--- src/rtl/apb_pkg.sv ---
// Shared constants for the APB register slave: FSM encoding, default bus widths
// and the wait-state counter type.
package apb_pkg;

  localparam logic [0:0] IDLE   = 1'b0;
  localparam logic [0:0] ACCESS = 1'b1;

  localparam int ADDR_W_DEF = 8;
  localparam int DATA_W_DEF = 8;

  localparam int CNT_W = 4;
  typedef logic [CNT_W-1:0] cnt_t;

endpackage

--- src/rtl/apb_regfile.sv ---
// DEPTH x DATA_W register storage with one write port, a combinational read
// port and asynchronous clear on preset.
module apb_regfile
  import apb_pkg::*;
#(
  parameter int DATA_W = DATA_W_DEF,
  parameter int DEPTH  = 16,
  parameter int IDX_W  = 4
) (
  input  logic              clk,
  input  logic              preset,
  input  logic              we,
  input  logic [IDX_W-1:0]  wa,
  input  logic [DATA_W-1:0] wd,
  input  logic [IDX_W-1:0]  ra,
  output logic [DATA_W-1:0] rd
);

  logic [DATA_W-1:0] mem_q [DEPTH];

  always_ff @(posedge clk or negedge preset) begin
    if (!preset) begin
      for (int i = 0; i < DEPTH; i++) mem_q[i] <= '0;
    end else if (we) begin
      mem_q[wa] <= wd;
    end
  end

  assign rd = mem_q[ra];

endmodule

--- src/rtl/apb_reg_slave.sv ---
// APB completer with a DEPTH-entry register file and WAIT_STATES wait cycles per transfer.
// Define APB_SLVERR_EN to report out-of-range accesses on pslverr (tied low otherwise).
module apb_reg_slave
  import apb_pkg::*;
#(
  parameter int ADDR_W      = ADDR_W_DEF,
  parameter int DATA_W      = DATA_W_DEF,
  parameter int DEPTH       = 16,
  parameter int WAIT_STATES = 1
) (
  input  logic              clk,
  input  logic              preset,
  input  logic              psel,
  input  logic              penable,
  input  logic              pwrite,
  input  logic [ADDR_W-1:0] paddress,
  input  logic [DATA_W-1:0] pwdata,
  output logic              pready,
  output logic [DATA_W-1:0] prdata,
  output logic              pslverr
);

  localparam int              IDX_W   = (DEPTH > 1) ? $clog2(DEPTH) : 1;
  localparam logic [ADDR_W:0] DEPTH_L = (ADDR_W+1)'(DEPTH);
  localparam cnt_t            WS_LOAD = CNT_W'(WAIT_STATES);

  logic [0:0]        state_q;
  cnt_t              cnt_q;
  logic [ADDR_W-1:0] addr_q;
  logic              wr_q;
  logic [DATA_W-1:0] wd_q;

  logic              setup;
  logic              in_range;
  logic              wr_en;
  logic [DATA_W-1:0] rd_data;

  // A SETUP phase (psel high, penable low) restarts the transfer in either state.
  assign setup    = psel && !penable;
  assign in_range = ({1'b0, addr_q} < DEPTH_L);
  assign pready   = (state_q == ACCESS) && (cnt_q == '0);
  assign wr_en    = pready && psel && penable && wr_q && in_range;

  always_ff @(posedge clk or negedge preset) begin
    if (!preset) begin
      state_q <= IDLE;
      cnt_q   <= '0;
      addr_q  <= '0;
      wr_q    <= 1'b0;
      wd_q    <= '0;
    end else if (setup) begin
      state_q <= ACCESS;
      cnt_q   <= WS_LOAD;
      addr_q  <= paddress;
      wr_q    <= pwrite;
      wd_q    <= pwdata;
    end else if (state_q == ACCESS) begin
      if (!psel) begin
        state_q <= IDLE;
        cnt_q   <= '0;
      end else if (cnt_q == '0) begin
        state_q <= IDLE;
      end else begin
        cnt_q <= cnt_q - cnt_t'(1);
      end
    end
  end

  apb_regfile #(
    .DATA_W (DATA_W),
    .DEPTH  (DEPTH),
    .IDX_W  (IDX_W)
  ) u_regfile (
    .clk    (clk),
    .preset (preset),
    .we     (wr_en),
    .wa     (addr_q[IDX_W-1:0]),
    .wd     (wd_q),
    .ra     (addr_q[IDX_W-1:0]),
    .rd     (rd_data)
  );

  assign prdata = (pready && !wr_q && in_range) ? rd_data : '0;

`ifdef APB_SLVERR_EN
  assign pslverr = pready && !in_range;
`else
  assign pslverr = 1'b0;
`endif

endmodule

--- config.mk ---
export PLATFORM = sky130hd
export DESIGN_NAME = apb_reg_slave
export DESIGN_NICKNAME = d
export VERILOG_FILES = /design/src/rtl/apb_pkg.sv /design/src/rtl/apb_regfile.sv /design/src/rtl/apb_reg_slave.sv
export SDC_FILE = /design/constraint.sdc
export NUM_CORES = 1
export LEC_CHECK = 0
export CAP_MARGIN = 5
export CORE_MARGIN = 2
export CORE_UTILIZATION = 35
export CTS_BUF_LIST = sky130_fd_sc_hd__clkbuf_4
export CTS_CLUSTER_SIZE = 10
export DETAILED_ROUTE_END_ITERATION = 10
export GPL_ROUTABILITY_DRIVEN = 0
export PLACE_DENSITY_LB_ADDON = 0.3
export SLEW_MARGIN = 20
export SYNTH_ARGS = -nofsm -noshare
export SYNTH_HDL_FRONTEND = slang
export SYNTH_SLANG_ARGS = --single-unit
--- constraint.sdc ---
create_clock -name clk -period 3.2 [get_ports clk]
set_clock_uncertainty 0.05 [all_clocks]
set_input_delay 0.64 -clock clk [delete_from_list [all_inputs] [get_ports clk]]
set_output_delay 0.64 -clock clk [all_outputs]
set_load 0.01 [all_outputs]
==> flow_summary.toml, run 1 <==
[synth]
synth.avg_cell_area_um2 = 15.9
synth_edf_count = 0
synth_seq_cells = 150
yosys.area.top_type = "dfrtp_1"
seq_area_frac_synth_pct = 53.4
synth_cell_types = 35
yosys_warnings = 0
synthArstFlopShare_pct = 100
netlist_area_um2 = 7030
synthTopCellsByArea = "dfrtp_1 (53%), mux2_2 (18%), mux4_2 (10%)"
synth_cells = 441
synth_fp_nets = 464
yosys.area.top_type_share_pct = 53.4
ys.flop_type = "dfrtp_1"

[route]
first_iter_violations = 252
drt_wl_total_um = 14800
met2_length_um = 7010
routedWlPerCell_um = 19.5
drc = 0
wl_met3_um = 792
routed.top_layer = "met4"
via_per_inst = 5.10
dr_total_vias = 3875
wl_met1_um = 6920
postRouteAntennaNets = 0
first_pass_iters = 4

[placement]
port_buffers = 29
hpwl_um = 9880

[grt]
grt_max_degree = 59
grt_pass1_vias = 4241
gr-total-overflow = 0
antenna_found_initial = 0
groute.usage.overall_pct = 14.8
grt_pass1_wl_um = 24000

[layout]
drive_gt1_share_pct = 53.3
nets = 506
syn_to_final_growth_pct = 14.5
final_cell_mix = "dfrtp_1 (149), mux2_2 (113), mux4_2 (32), mux2_4 (32), clkdlybuf4s50_1 (20)"
utilization_pct = 41.1
diodes = 0
final_common_cell = "dfrtp_1"

[timing]
worst_pin_slew_ps = 656
hold_violations = 0
finalMaxSlewViolations = 0
tns_ps = 0
period_minus_slack_ps = 3030
fmax_ghz = 0.330
slew-limit-headroom_pct = 56.3
fin_crit_sh_pct = 94.8
report.final.setup_viol = 0
rsz0062_at_grt = "no"

[clock_network]
cts_tree = "built"
clk_pin_slew_ps = 110
cts-root-buf = "clkbuf_4"
clock_path_buffers = 2
clkLatencyLatePin_ps = 530
cts_buffers = 17
cts_max_level = 4
numClockSinks = 150

[pwr]
vdd_drop_max_mv = 0.230
p_per_area_nw_per_um2 = 450
p_leak_nw = 3.79

[setup_path]
worstSetupEndpointType = "primary output"
crit_path_start_kind = "flop"
cp_data_required_time_ps = 2510
cp.arrival_ps = 2340
crit_type = "flop to primary output"
crit_path_max_fanout = 8

[status]
status = "finished clean"

[floorplan]
core-area_um2 = 19600
pin_count = 31
start_util_pct = 35.9
die_y_um = 146
die_width_um = 146
rows = 51
dieArea_um2 = 21200

[job]
drv_cap = 0

[worst_hold_path]
hold_path_class = "flop to flop"
[logic make-up (layout without fill, tap and decap cells)]
| group | Yosys count | count (layout) | share of synthesized area [%] |
|---|---|---|---|
| adders and majority gates | 2 | 2 | 0.356 |
| buffers and inverters | 32 | 86 | 2.24 |
| AOI/OAI and AO/OA | 18 | 18 | 1.58 |
| DFF | 150 | 150 | 53.4 |
| muxes | 193 | 193 | 37.5 |
| and+or+nand+nor | 45 | 45 | 4.86 |
| other | 1 | 1 | 0.0534 |
[worst paths after layout]
path / endpoint / from / cells after the start / slack, ps
setup / recovery: prdata[4] / addr_q[7]$_DFFE_PN0P_ / 5 / 170
hold / removal: u_regfile.mem_q[56]$_DFFE_PN0P_ / u_regfile.mem_q[56]$_DFFE_PN0P_ / 1 / 460
setup reg to reg: u_regfile.mem_q[1]$_DFFE_PN0P_ / addr_q[7]$_DFFE_PN0P_ / 6 / 870
hold reg to reg: u_regfile.mem_q[56]$_DFFE_PN0P_ / u_regfile.mem_q[56]$_DFFE_PN0P_ / 1 / 460
max in group asynchronous: cnt_q[3]$_DFFE_PN0P_ / preset / 3 / 1810
min in group asynchronous: u_regfile.mem_q[69]$_DFFE_PN0P_ / preset / 2 / 550
[registers in the layout (all words and copies together) (netlist names)]
name	count
wd_q	8
wr_q	1
state_q	1
addr_q	8
u_regfile.mem_q	128
cnt_q	4
[per-stage QoR]
stage / setup WS [ps] / hold slack (ps) / power [W] / instance area [um2] / instances
2_1_floorplan: 753 / 294 / 0.00229 / 7030 / 441
3_3_place_gp: 215 / 432 / 0.00246 / 7710 / 726
3_5_place_dp: 150 / 438 / 0.00248 / 7710 / 726
4_1_cts: 10.6 / 465 / 0.00367 / 8060 / 760
5_1_grt: 0.517 / 480 / 0.00382 / 8050 / 760
6_report: 166 / 465 / 0.00363 / 8050 / 760
[layout make-up]
class,instances,area [um2]
Sequential cell,150,3750
Tap cell,265,332
Inverter,3,11.3
Multi-Input combinational cell,259,3180
Clock buffer,19,143
Fill cell,1809,11500
Clock inverter,12,136
Timing Repair Buffer,52,490
[cells in the mapped netlist (all sizes together), types with 2 or more instances]
cell	number
dfrtp	150
mux2	145
mux4	32
nand2	19
clkbuf	18
mux2i	16
buf	11
o22ai	11
and3	4
nand2b	4
nor4	4
inv	3
nor2b	3
o21ai	3
a21o	2
ha	2
nor2	2
[power by group]
part / switching [W] / total (W) / internal (W)
sequential: 0.000107 / 0.00205 / 0.00194
clock: 0.000634 / 0.00118 / 0.000541
combinational: 0.000205 / 0.000402 / 0.000197
total: 0.000947 / 0.00363 / 0.00268
[worst max-delay path, stage by stage, from the launching register on]
cell	delay, ps
dfrtp_1	390
or4_4	560
nor3_4	270
nand2b_4	150
o22ai_1	190
clkdlybuf4s15_1	260
[per-layer routing]
layer / vias to the layer above / GRT usage, %
li1: 1724 / -
met4: 0 / 2.94
met2: 77 / 23.5
met1: 2069 / 20.5
met5: - / 0
met3: 5 / 4.01
[timing repair]
item / CTS / global route
setup endpoints to repair: 8 / 8
gates resized for setup: 20 / 16
hold buffers: 1 / 0
hold endpoints to repair: 48 / 0
gates cloned: 0 / 0
pin swaps: 1 / 1
buffers inserted: 2 / 0
(Power assumes the default switching activity.)
==> run 2: changes to the inputs <==
==> constraint.sdc (replaced) <==
create_clock -name clk -period 2.8 [get_ports clk]
set_clock_uncertainty 0.05 [all_clocks]
set_input_delay 0.56 -clock clk [delete_from_list [all_inputs] [get_ports clk]]
set_output_delay 0.56 -clock clk [all_outputs]
set_load 0.01 [all_outputs]
==> run 2 against run 1 <==
Net effect: the flow now finishes with violations (setup timing); critical path depth rose by 1; combinational power rose by 22%; sequential cell count did not move; first-iteration DRC count fell by 34%; hold slack improved by 0.90 ps; routed wire length fell by 1.6%; cell area rose by 2.7%; setup slack got worse by 270 ps; clock power rose by 15%; clock-buffer cell count fell by 2; cell count rose by 1.6%; critical endpoint is now prdata[0]; largest cell class unchanged; largest power group unchanged.
==> flow_summary.toml, run 2 (synthesis gave the netlist of run 1 again) <==
[clock_network]
clock_path_buffers = 2
clkLatencyLatePin_ps = 550
cts_buffers = 17
clk_pin_slew_ps = 110
cts_max_level = 4
numClockSinks = 150
cts-root-buf = "clkbuf_4"
cts_tree = "built"

[timing]
worst_pin_slew_ps = 671
fin_ws_ps = -108
report.final.setup_viol = 8
rsz0062_at_grt = "yes"
fmax_ghz = 0.344
hold_violations = 0
finalMaxSlewViolations = 0
slew-limit-headroom_pct = 55.2
fin_crit_sh_pct = 104
period_minus_slack_ps = 2910

[setup_path]
crit_type = "flop to primary output"
crit_path_max_fanout = 6
cp_data_required_time_ps = 2190
crit_path_start_kind = "flop"
worstSetupEndpointType = "primary output"
cp.arrival_ps = 2300

[grt]
grt_pass1_wl_um = 23800
antenna_found_initial = 1
grt_busiest_layer = "met2"
grt_use_met1_pct = 19.9
groute.usage.overall_pct = 14.8
grt_pass1_vias = 4178
gr-total-overflow = 0
grt_use_met3_pct = 3.79
use_met2_pct = 23.5
grt_max_degree = 72

[pwr]
p_per_area_nw_per_um2 = 508
power.switching_w = 0.00112
vdd_drop_max_mv = 0.330
comb_power_share_pct = 11.7
seqPwrFrac_pct = 55.8
switching_share_pct = 26.7
p_leak_nw = 3.86
p_int_w = 0.00308
clkPwrFrac_pct = 32.5

[floorplan]
rows = 51
core-area_um2 = 19600
pin_count = 31
die_width_um = 146
dieArea_um2 = 21200
die_y_um = 146
start_util_pct = 35.9

[route]
routedWlPerCell_um = 18.9
first_iter_violations = 166
first_pass_iters = 4
drt_wl_total_um = 14600
postRouteAntennaNets = 0
dr_total_vias = 3853
via_per_inst = 4.99
drc = 0

[layout]
final_cell_mix = "dfrtp_1 (149), mux2_2 (113), mux4_2 (32), mux2_4 (32), clkdlybuf4s50_1 (19)"
fin_cells = 772
final_area_um2 = 8260
largest_reg_flops = 128
fillers = 1777
nets = 516
drive_gt1_share_pct = 55.3
reg_top3 = "u_regfile.mem_q x128, addr_q x8, wd_q x8"
final_common_cell = "dfrtp_1"
syn_to_final_growth_pct = 17.6
largest-register = "u_regfile.mem_q"

[placement]
placed_area_um2 = 7820
dp_cells = 731
port_buffers = 29
hpwl_um = 9660

[worst_hold_path]
hold_path_class = "flop to flop"

[job]
drv_cap = 0

[status]
status = "finished with violations"
violations = "setup timing"
## run 2: changes by cell type in the layout (fill, tap and decap cells not counted), moves of 2 or more
cell             previous run  this run
clkbuf_4                   19        17
mux2i_1                    12        10
buf_12                      4        11
o22ai_1                     9         7
buf_6                       2         5
clkbuf_2                    6         0
clkinv_4                    0         2
clkdlybuf4s15_1             2         0
buf_2                       0         7
## run 2: worst max-delay path, stage by stage (launching register included)
cell and delay [ps]:
dfrtp_1 390, or4_4 550, nor3_4 170, nand2b_1 140, buf_6 160, o22ai_2 160
buf_2 160
## run 2: path summary, 6_finish.rpt
path	startpoint	end	slack, ps	depth (start not counted)
min in group asynchronous	preset	u_regfile.mem_q[75]$_DFFE_PN0P_	520	2
max reg2reg	cnt_q[0]$_DFFE_PN0P_	u_regfile.mem_q[72]$_DFFE_PN0P_	470	9
min reg2reg	u_regfile.mem_q[63]$_DFFE_PN0P_	u_regfile.mem_q[63]$_DFFE_PN0P_	470	1
min	u_regfile.mem_q[63]$_DFFE_PN0P_	u_regfile.mem_q[63]$_DFFE_PN0P_	470	1
max	addr_q[7]$_DFFE_PN0P_	prdata[0]	-110	6
max in group asynchronous	preset	u_regfile.mem_q[40]$_DFFE_PN0P_	1400	3
## run 2: cell type report
type / instances / area, um2 / area share [%]
Antenna cell: 1 / 2.50 / 0.0303
Clock buffer: 17 / 128 / 1.54
Clock inverter: 15 / 161 / 1.95
Inverter: 3 / 11.3 / 0.136
Multi-Input combinational cell: 259 / 3220 / 38.9
Sequential cell: 150 / 3750 / 45.4
Tap cell: 265 / 332 / 4.01
Timing Repair Buffer: 62 / 656 / 7.93
## run 2: metrics by stage
stage               hold slack (ps)  TNS (ps)  setup slack [ps]  util (%)  total power [W]
floorplan                       214         0               433         -          0.00262
global route                    478     -1880              -248      42.2          0.00442
global placement                432     -81.5             -24.3      39.9          0.00283
finish                          466      -731              -108      42.2          0.00420
detailed placement              438      -434              -123      39.9          0.00284
CTS                             466      -967              -161      42.1          0.00428
## run 2: layer usage
layer | vias to the layer above | share of wire (%)
met5 | - | 0
met4 | 0 | 1.2
met3 | 12 | 3.3
met2 | 65 | 49
met1 | 2023 | 47
li1 | 1753 | -
## run 2: what timing repair did
action	4_1_cts	5_1_grt
gates resized for setup	52	4
buffers inserted	4	3
endpoints found under the setup margin	9	8
pin swaps	2	1
hold endpoints to repair	68	0
cloned	1	0
hold buffers	1	0
## run 2: power groups by stage
stage / clock network [W] / logic, W / registers, W
after floorplan: 0 / 0.000318 / 0.00230
final: 0.00136 / 0.000490 / 0.00234
after detailed placement: 0 / 0.000460 / 0.00238
after CTS: 0.00142 / 0.000509 / 0.00234
after global placement: 0 / 0.000453 / 0.00237
after global routing: 0.00153 / 0.000533 / 0.00236
==> run 3: changes to the inputs <==
--- a/config.mk
+++ b/config.mk
@@ -5,7 +5,6 @@
 export SDC_FILE = /design/constraint.sdc
 export NUM_CORES = 1
 export LEC_CHECK = 0
-export CAP_MARGIN = 5
 export CORE_MARGIN = 2
 export CORE_UTILIZATION = 35
 export CTS_BUF_LIST = sky130_fd_sc_hd__clkbuf_4
==> results of run 3 <==
Final layout, timing and power as in run 2 (identical DEF).
